**config.mk**
```make
export PLATFORM = sky130hd
export DESIGN_NAME = rscl_bus_arb_flat
export DESIGN_NICKNAME = d
export VERILOG_FILES = /design/src/rtl/rscl_bus_arb_if.sv /design/src/rtl/rscl_bus_arb.sv /design/src/flat_wrapper.sv
export SDC_FILE = /design/constraint.sdc
export NUM_CORES = 1
export LEC_CHECK = 0
export ABC_AREA = 0
export CORE_AREA = 2 2 110 112
export DETAILED_ROUTE_END_ITERATION = 10
export DIE_AREA = 0 0 112 114
export HOLD_SLACK_MARGIN = 0.02
export PLACE_DENSITY = 0.61
export REMOVE_ABC_BUFFERS = 1
export SYNTH_ARGS = -nofsm -noshare
export SYNTH_HDL_FRONTEND = slang
export SYNTH_SLANG_ARGS = --single-unit
```
**constraint.sdc**
```tcl
create_clock -name clk -period 5.66 [get_ports clk]
set_input_delay 1.132 -clock clk [delete_from_list [all_inputs] [get_ports clk]]
set_output_delay 1.132 -clock clk [all_outputs]
set_load 0.01 [all_outputs]
```
**src/rtl/rscl_bus_arb_if.sv**
```systemverilog
// rtl/rscl_bus_arb_if.sv - request type and bundled fetch/data/memory handshakes for the bus arbiter
package rscl_bus_arb_pkg;
  typedef struct packed {
    logic [31:0] addr;
    logic        write;
    logic [31:0] wdata;
    logic [3:0]  wmask;
  } bus_req_t;
endpackage

interface rscl_bus_arb_if;
  import rscl_bus_arb_pkg::*;

  logic        i_a_valid, i_a_ready;
  logic [31:0] i_a_addr;
  logic        i_d_valid, i_d_ready, i_d_err;
  logic [31:0] i_d_data;
  logic        d_a_valid, d_a_ready;
  bus_req_t    d_a_req;
  logic        d_d_valid, d_d_ready, d_d_err;
  logic [31:0] d_d_data;
  logic        m_a_valid, m_a_ready;
  bus_req_t    m_a_req;
  logic        m_d_valid, m_d_ready, m_d_err;
  logic [31:0] m_d_data;

  modport slave (
    input  i_a_valid, i_a_addr, i_d_ready,
    input  d_a_valid, d_a_req, d_d_ready,
    input  m_a_ready, m_d_valid, m_d_err, m_d_data,
    output i_a_ready, i_d_valid, i_d_err, i_d_data,
    output d_a_ready, d_d_valid, d_d_err, d_d_data,
    output m_a_valid, m_a_req, m_d_ready
  );

  modport master (
    output i_a_valid, i_a_addr, i_d_ready,
    output d_a_valid, d_a_req, d_d_ready,
    output m_a_ready, m_d_valid, m_d_err, m_d_data,
    input  i_a_ready, i_d_valid, i_d_err, i_d_data,
    input  d_a_ready, d_d_valid, d_d_err, d_d_data,
    input  m_a_valid, m_a_req, m_d_ready
  );
endinterface

```
**src/rtl/rscl_bus_arb.sv**
```systemverilog
// rtl/rscl_bus_arb.sv - round-robin fetch/data arbiter onto one memory bus with in-order response routing
module rscl_bus_arb
  import rscl_bus_arb_pkg::*;
#(
  parameter int OUTST = 4
) (
  input  logic           clk,
  input  logic           rst_n,
  rscl_bus_arb_if.slave  bus,
  output logic           arb_err
);

  localparam int PW = (OUTST > 1) ? $clog2(OUTST) : 1;

  typedef enum logic [1:0] {IDLE, HOLD_I, HOLD_D} state_e;

  state_e           state_q, state_d;
  logic             rr_d_q, rr_d_d;   // 1: last accepted request came from D
  logic [OUTST-1:0] own_q;            // per-slot owner, 1: D
  logic [PW-1:0]    wr_q, rd_q;
  logic [PW:0]      cnt_q;
  logic             arb_err_q;
  logic             grant_i, grant_d, full, empty, head_d, push, pop;

  assign arb_err = arb_err_q;

  always_comb begin
    state_d = state_q;
    rr_d_d  = rr_d_q;
    grant_i = 1'b0;
    grant_d = 1'b0;
    full    = (cnt_q == (PW+1)'(OUTST));
    empty   = (cnt_q == '0);

    if (rst_n) begin
      unique case (state_q)
        IDLE: begin
          if (!full) begin
            if (bus.i_a_valid && bus.d_a_valid) begin
              grant_d = !rr_d_q;
              grant_i = rr_d_q;
            end else begin
              grant_i = bus.i_a_valid;
              grant_d = bus.d_a_valid;
            end
          end
        end
        HOLD_I:  grant_i = 1'b1;
        HOLD_D:  grant_d = 1'b1;
        default: ;
      endcase
    end

    bus.m_a_valid = grant_i | grant_d;
    bus.m_a_req   = '0;
    if (grant_i) bus.m_a_req.addr = bus.i_a_addr;
    if (grant_d) bus.m_a_req = bus.d_a_req;
    bus.i_a_ready = grant_i & bus.m_a_ready;
    bus.d_a_ready = grant_d & bus.m_a_ready;

    push = bus.m_a_valid & bus.m_a_ready;
    if (push) begin
      state_d = IDLE;
      rr_d_d  = grant_d;
    end else if (grant_i) begin
      state_d = HOLD_I;
    end else if (grant_d) begin
      state_d = HOLD_D;
    end

    // Responses return in request order, so the FIFO head names the owner.
    head_d        = own_q[rd_q];
    bus.i_d_data  = bus.m_d_data;
    bus.d_d_data  = bus.m_d_data;
    bus.i_d_err   = bus.m_d_err;
    bus.d_d_err   = bus.m_d_err;
    bus.i_d_valid = rst_n & !empty & !head_d & bus.m_d_valid;
    bus.d_d_valid = rst_n & !empty &  head_d & bus.m_d_valid;
    if (empty)       bus.m_d_ready = rst_n;
    else if (head_d) bus.m_d_ready = rst_n & bus.d_d_ready;
    else             bus.m_d_ready = rst_n & bus.i_d_ready;

    pop = bus.m_d_valid & bus.m_d_ready & !empty;
  end

  always_ff @(posedge clk) begin
    if (!rst_n) begin
      state_q   <= IDLE;
      rr_d_q    <= 1'b0;
      own_q     <= '0;
      wr_q      <= '0;
      rd_q      <= '0;
      cnt_q     <= '0;
      arb_err_q <= 1'b0;
    end else begin
      state_q <= state_d;
      rr_d_q  <= rr_d_d;
      if (push) begin
        own_q[wr_q] <= grant_d;
        wr_q        <= wr_q + 1'b1;
      end
      if (pop) rd_q <= rd_q + 1'b1;
      unique case ({push, pop})
        2'b10:   cnt_q <= cnt_q + 1'b1;
        2'b01:   cnt_q <= cnt_q - 1'b1;
        default: cnt_q <= cnt_q;
      endcase
      if (bus.m_d_valid && empty) arb_err_q <= 1'b1;
    end
  end

endmodule
```
**src/flat_wrapper.sv**
```systemverilog
// flat-port wrapper written by rule: the top's interface ports become plain ports
module rscl_bus_arb_flat import rscl_bus_arb_pkg::*;
#(
  parameter int OUTST = 4
)
  (clk, rst_n, arb_err, bus_i_a_valid, bus_i_a_addr, bus_i_d_ready, bus_d_a_valid, bus_d_a_req, bus_d_d_ready, bus_m_a_ready, bus_m_d_valid, bus_m_d_err, bus_m_d_data, bus_i_a_ready, bus_i_d_valid, bus_i_d_err, bus_i_d_data, bus_d_a_ready, bus_d_d_valid, bus_d_d_err, bus_d_d_data, bus_m_a_valid, bus_m_a_req, bus_m_d_ready);
  rscl_bus_arb_if bus_i ();
  input  logic clk;
  input  logic rst_n;
  output logic arb_err;
  input wire logic [$bits(bus_i.i_a_valid)-1:0] bus_i_a_valid;
  input wire logic [$bits(bus_i.i_a_addr)-1:0] bus_i_a_addr;
  input wire logic [$bits(bus_i.i_d_ready)-1:0] bus_i_d_ready;
  input wire logic [$bits(bus_i.d_a_valid)-1:0] bus_d_a_valid;
  input wire logic [$bits(bus_i.d_a_req)-1:0] bus_d_a_req;
  input wire logic [$bits(bus_i.d_d_ready)-1:0] bus_d_d_ready;
  input wire logic [$bits(bus_i.m_a_ready)-1:0] bus_m_a_ready;
  input wire logic [$bits(bus_i.m_d_valid)-1:0] bus_m_d_valid;
  input wire logic [$bits(bus_i.m_d_err)-1:0] bus_m_d_err;
  input wire logic [$bits(bus_i.m_d_data)-1:0] bus_m_d_data;
  output wire logic [$bits(bus_i.i_a_ready)-1:0] bus_i_a_ready;
  output wire logic [$bits(bus_i.i_d_valid)-1:0] bus_i_d_valid;
  output wire logic [$bits(bus_i.i_d_err)-1:0] bus_i_d_err;
  output wire logic [$bits(bus_i.i_d_data)-1:0] bus_i_d_data;
  output wire logic [$bits(bus_i.d_a_ready)-1:0] bus_d_a_ready;
  output wire logic [$bits(bus_i.d_d_valid)-1:0] bus_d_d_valid;
  output wire logic [$bits(bus_i.d_d_err)-1:0] bus_d_d_err;
  output wire logic [$bits(bus_i.d_d_data)-1:0] bus_d_d_data;
  output wire logic [$bits(bus_i.m_a_valid)-1:0] bus_m_a_valid;
  output wire logic [$bits(bus_i.m_a_req)-1:0] bus_m_a_req;
  output wire logic [$bits(bus_i.m_d_ready)-1:0] bus_m_d_ready;
  assign bus_i.i_a_valid = bus_i_a_valid;
  assign bus_i.i_a_addr = bus_i_a_addr;
  assign bus_i.i_d_ready = bus_i_d_ready;
  assign bus_i.d_a_valid = bus_d_a_valid;
  assign bus_i.d_a_req = bus_d_a_req;
  assign bus_i.d_d_ready = bus_d_d_ready;
  assign bus_i.m_a_ready = bus_m_a_ready;
  assign bus_i.m_d_valid = bus_m_d_valid;
  assign bus_i.m_d_err = bus_m_d_err;
  assign bus_i.m_d_data = bus_m_d_data;
  assign bus_i_a_ready = bus_i.i_a_ready;
  assign bus_i_d_valid = bus_i.i_d_valid;
  assign bus_i_d_err = bus_i.i_d_err;
  assign bus_i_d_data = bus_i.i_d_data;
  assign bus_d_a_ready = bus_i.d_a_ready;
  assign bus_d_d_valid = bus_i.d_d_valid;
  assign bus_d_d_err = bus_i.d_d_err;
  assign bus_d_d_data = bus_i.d_d_data;
  assign bus_m_a_valid = bus_i.m_a_valid;
  assign bus_m_a_req = bus_i.m_a_req;
  assign bus_m_d_ready = bus_i.m_d_ready;
  rscl_bus_arb #(.OUTST(OUTST)) u_core (.clk(clk), .rst_n(rst_n), .bus(bus_i), .arb_err(arb_err));
endmodule
```
==> flow_summary.toml <==
[critical_path]
timing.critical_path.to = "bus_m_a_req[46]"
cpMaxStageDelayCell = "sky130_fd_sc_hd__clkdlybuf4s50_1"
cp_cell_instances = "clkdlybuf4s50_1 -> nor4b_4 -> buf_4 -> a22o_1 -> clkdlybuf4s50_1"
cp_common_cell = "sky130_fd_sc_hd__clkdlybuf4s50_1"
setup.worst_path.start_class = "primary input"
cp_max_fo = 35
timing.setup.critical_path_class = "in -> out"
crit-reg2reg-launch = "u_core.cnt_q[0]"
timing.critical_path.arrival_ns = 3.42
crit_start = "rst_n"
reg2regPathDepth = 10
worstReg2RegEnd = "u_core.cnt_q[2]"
setup.worst_path.end_class = "primary output"
regToRegSetupSlack_ns = 2.92
slowest_delay_ns = 0.63
cp.required_ns = 4.53

[timing]
postLayoutSetupSlackWorst_ns = 1.10
maxClockFrequency_mhz = 219
endpoints_failing_hold = 0
clock_skew_ns = 0.00286
final.setup.tns_ns = 0
slew-limit-headroom = 0.697
timing.final.crit_period_ns = 4.56
timing_max_transition_violations_final = 0
worst_slew_pin_slew_ns = 0.453
grt_setup_unrepaired = "no"
period_share = 0.805
setup_violations = 0

[synth]
post_synth.cell_area_avg_um2 = 8.17
number_of_enable_flip_flop_cells_after_synthesis = 0
ys_ff_latch = 15
synth_seq_area_share = 0.153
syn_inst = 240
synth-main-ff-cell = "sky130_fd_sc_hd__dfxtp_1"
synth_cell_types = 35
async_flop_share = 0
post_synth_instance_area_mm2 = 0.00196
synthesis.yosys.warnings = 0

[global_route]
first_global_vias = 2280
grt_antenna_before_repair = 0
grt_start_max_net_pins = 51
grt.overflow.total = 0
globalRouteTotalUtil = 0.166
grt_first_pass_wirelength_mm = 15.4

[power_and_ir_drop]
pwr-share-seq = 0.223
power_frac_comb = 0.526
clkPwrFrac = 0.251
power.internal_uw = 392
peakVddDrop_mv = 0.0809
cellLeakagePower_nw = 1.32
switching_share = 0.297
power-per-cell-area_mw_per_mm2 = 159
p_switching_uw = 166

[outcome]
outcome = "finished clean"

[route]
finalWirelength_mm = 11.3
vias = 2156
detail_route.iter0.violations = 109
vias_per_cell = 4.33
wl_per_cell_um = 22.6
route.antenna.remaining_nets = 0
drt_first_pass_iters = 4
drcViolationCount = 0

[clock_tree]
cts_max_level = 1
tritoncts_clock_tree = "done"
cts_root_buf = "sky130_fd_sc_hd__clkbuf_16"
numCtsBuffers = 3
number_of_sinks_handled_by_clock_tree_synthesis = 15
cts.clk_slew.worst_paths_ns = 0.05
insertion_delay_ns = 0.25
post-cts-setup-buffers = 0
cts_repair_resize_count = 0
ctsHoldBuffers = 0
ctsLongestPathBuffers = 2

[placement]
placement.setup.worst_slack_ns = 1.07
dp.final_hpwl_mm = 10.0
place.gp.congestion = 0.887
port-buffer-count = 184

[layout]
antenna_cells = 0
final_net_count = 500
commonest_cells_after_routing_fill_and_taps_aside = "184 x sky130_fd_sc_hd__clkdlybuf4s50_1, 40 x sky130_fd_sc_hd__and2_1, 32 x sky130_fd_sc_hd__a22o_1"
final_layout_size_suffix_gt1_frac = 0.0513
synthToLayoutAreaGrowth_pct = 79.3
layout_commonest_cell = "sky130_fd_sc_hd__clkdlybuf4s50_1"

[die]
die_height_um = 114
rows = 40
die_width_um = 112
boundaryPins = 284
fp.dieArea_mm2 = 0.0128
core-area_mm2 = 0.0117
starting_density_of_the_core = 0.167

[worst_hold_path]
hold_path.class = "reg -> reg"

[run]
drv_cap = 0
==> registers in the layout (all words and copies together) (netlist names) <==
register	flops
u_core.state_q	2
u_core.cnt_q	3
u_core.wr_q	2
u_core.own_q	4
u_core.arb_err	1
u_core.rd_q	2
u_core.rr_d_q	1
==> power groups by stage <==
| stage | Sequential, mW | Clock (mW) | Combinational (mW) |
|---|---|---|---|
| 6_report | 0.125 | 0.140 | 0.293 |
| 5_1_grt | 0.126 | 0.146 | 0.316 |
| 4_1_cts | 0.125 | 0.143 | 0.297 |
| 3_5_place_dp | 0.127 | 0 | 0.295 |
| 3_3_place_gp | 0.126 | 0 | 0.292 |
| 2_1_floorplan | 0.124 | 0 | 0.107 |
==> logic make-up after synthesis <==
kind of cell / after synthesis / synth area share
buf+inv: 91 / 0.315
compound gates: 53 / 0.213
fa+ha+maj: 6 / 0.0421
xor+xnor: 2 / 0.00894
flops: 15 / 0.153
simple gates: 67 / 0.230
mux: 6 / 0.0370
==> layer usage <==
| layer | global-route usage | share of wire |
|---|---|---|
| met1 | 0.188 | 0.37 |
| met2 | 0.233 | 0.40 |
| met3 | 0.147 | 0.21 |
| met4 | 0.0244 | 0.0074 |
| met5 | 0.0588 | 0.0062 |
==> worst max-delay path, delay by kind of cell <==
| family | cells | cell delay [ns] |
|---|---|---|
| simple gates | 1 | 0.45 |
| buf+inv | 3 | 1.61 |
| compound gates | 1 | 0.20 |
==> worst min-delay path by stage <==
stage	start	end	cells past startpoint
global placement	u_core.rd_q[1]	u_core.rd_q[1]	1
finish	u_core.rd_q[1]	u_core.rd_q[1]	1
global route	u_core.rd_q[1]	u_core.rd_q[1]	1
detailed placement	u_core.rd_q[1]	u_core.rd_q[1]	1
floorplan	u_core.rd_q[1]	u_core.rd_q[1]	1
CTS	u_core.rd_q[1]	u_core.rd_q[1]	1
==> cell usage after synthesis (2+ instances only) <==
| master | number | area [um2] |
|---|---|---|
| sky130_fd_sc_hd__buf_4 | 69 | 518 |
| sky130_fd_sc_hd__and2_1 | 40 | 250 |
| sky130_fd_sc_hd__a22o_1 | 32 | 280 |
| sky130_fd_sc_hd__dfxtp_1 | 15 | 300 |
| sky130_fd_sc_hd__inv_1 | 10 | 37.5 |
| sky130_fd_sc_hd__buf_2 | 7 | 35.0 |
| sky130_fd_sc_hd__nand2_1 | 7 | 26.3 |
| sky130_fd_sc_hd__ha_1 | 5 | 62.6 |
| sky130_fd_sc_hd__mux2i_1 | 5 | 50.1 |
| sky130_fd_sc_hd__o21a_1 | 5 | 37.5 |
| sky130_fd_sc_hd__a31oi_1 | 4 | 25.0 |
| sky130_fd_sc_hd__and3_1 | 4 | 25.0 |
| sky130_fd_sc_hd__o21ai_0 | 4 | 20.0 |
| sky130_fd_sc_hd__a21boi_0 | 3 | 22.5 |
| sky130_fd_sc_hd__a21oi_1 | 3 | 15.0 |
| sky130_fd_sc_hd__clkbuf_1 | 3 | 11.3 |
| sky130_fd_sc_hd__nor2_1 | 2 | 7.51 |
| sky130_fd_sc_hd__nor2b_1 | 2 | 12.5 |
| sky130_fd_sc_hd__nor4b_2 | 2 | 30.0 |
| sky130_fd_sc_hd__nor4b_4 | 2 | 47.6 |
| sky130_fd_sc_hd__or3_1 | 2 | 12.5 |
==> layout make-up <==
type | count | area [um2]
clock buffers | 3 | 75.1
well taps | 147 | 184
fillers | 1240 | 8200
multi-input cells | 134 | 1040
inverters | 10 | 37.5
clock inverters | 1 | 5.00
flip-flops and latches | 15 | 300
repair buffers | 188 | 1870
==> through the flow <==
step / instances / hold WS [ns] / util / instance area (um2) / power (mW)
after global routing: 498 / 0.521 / 0.300 / 3520 / 0.588
after floorplan: 159 / 0.442 / - / 1380 / 0.231
after CTS: 498 / 0.483 / 0.300 / 3520 / 0.565
final: 498 / 0.484 / 0.300 / 3520 / 0.558
after detailed placement: 494 / 0.473 / 0.293 / 3440 / 0.422
after global placement: 494 / 0.457 / 0.293 / 3440 / 0.418
Note: power is estimated with default switching activity, not from simulation.
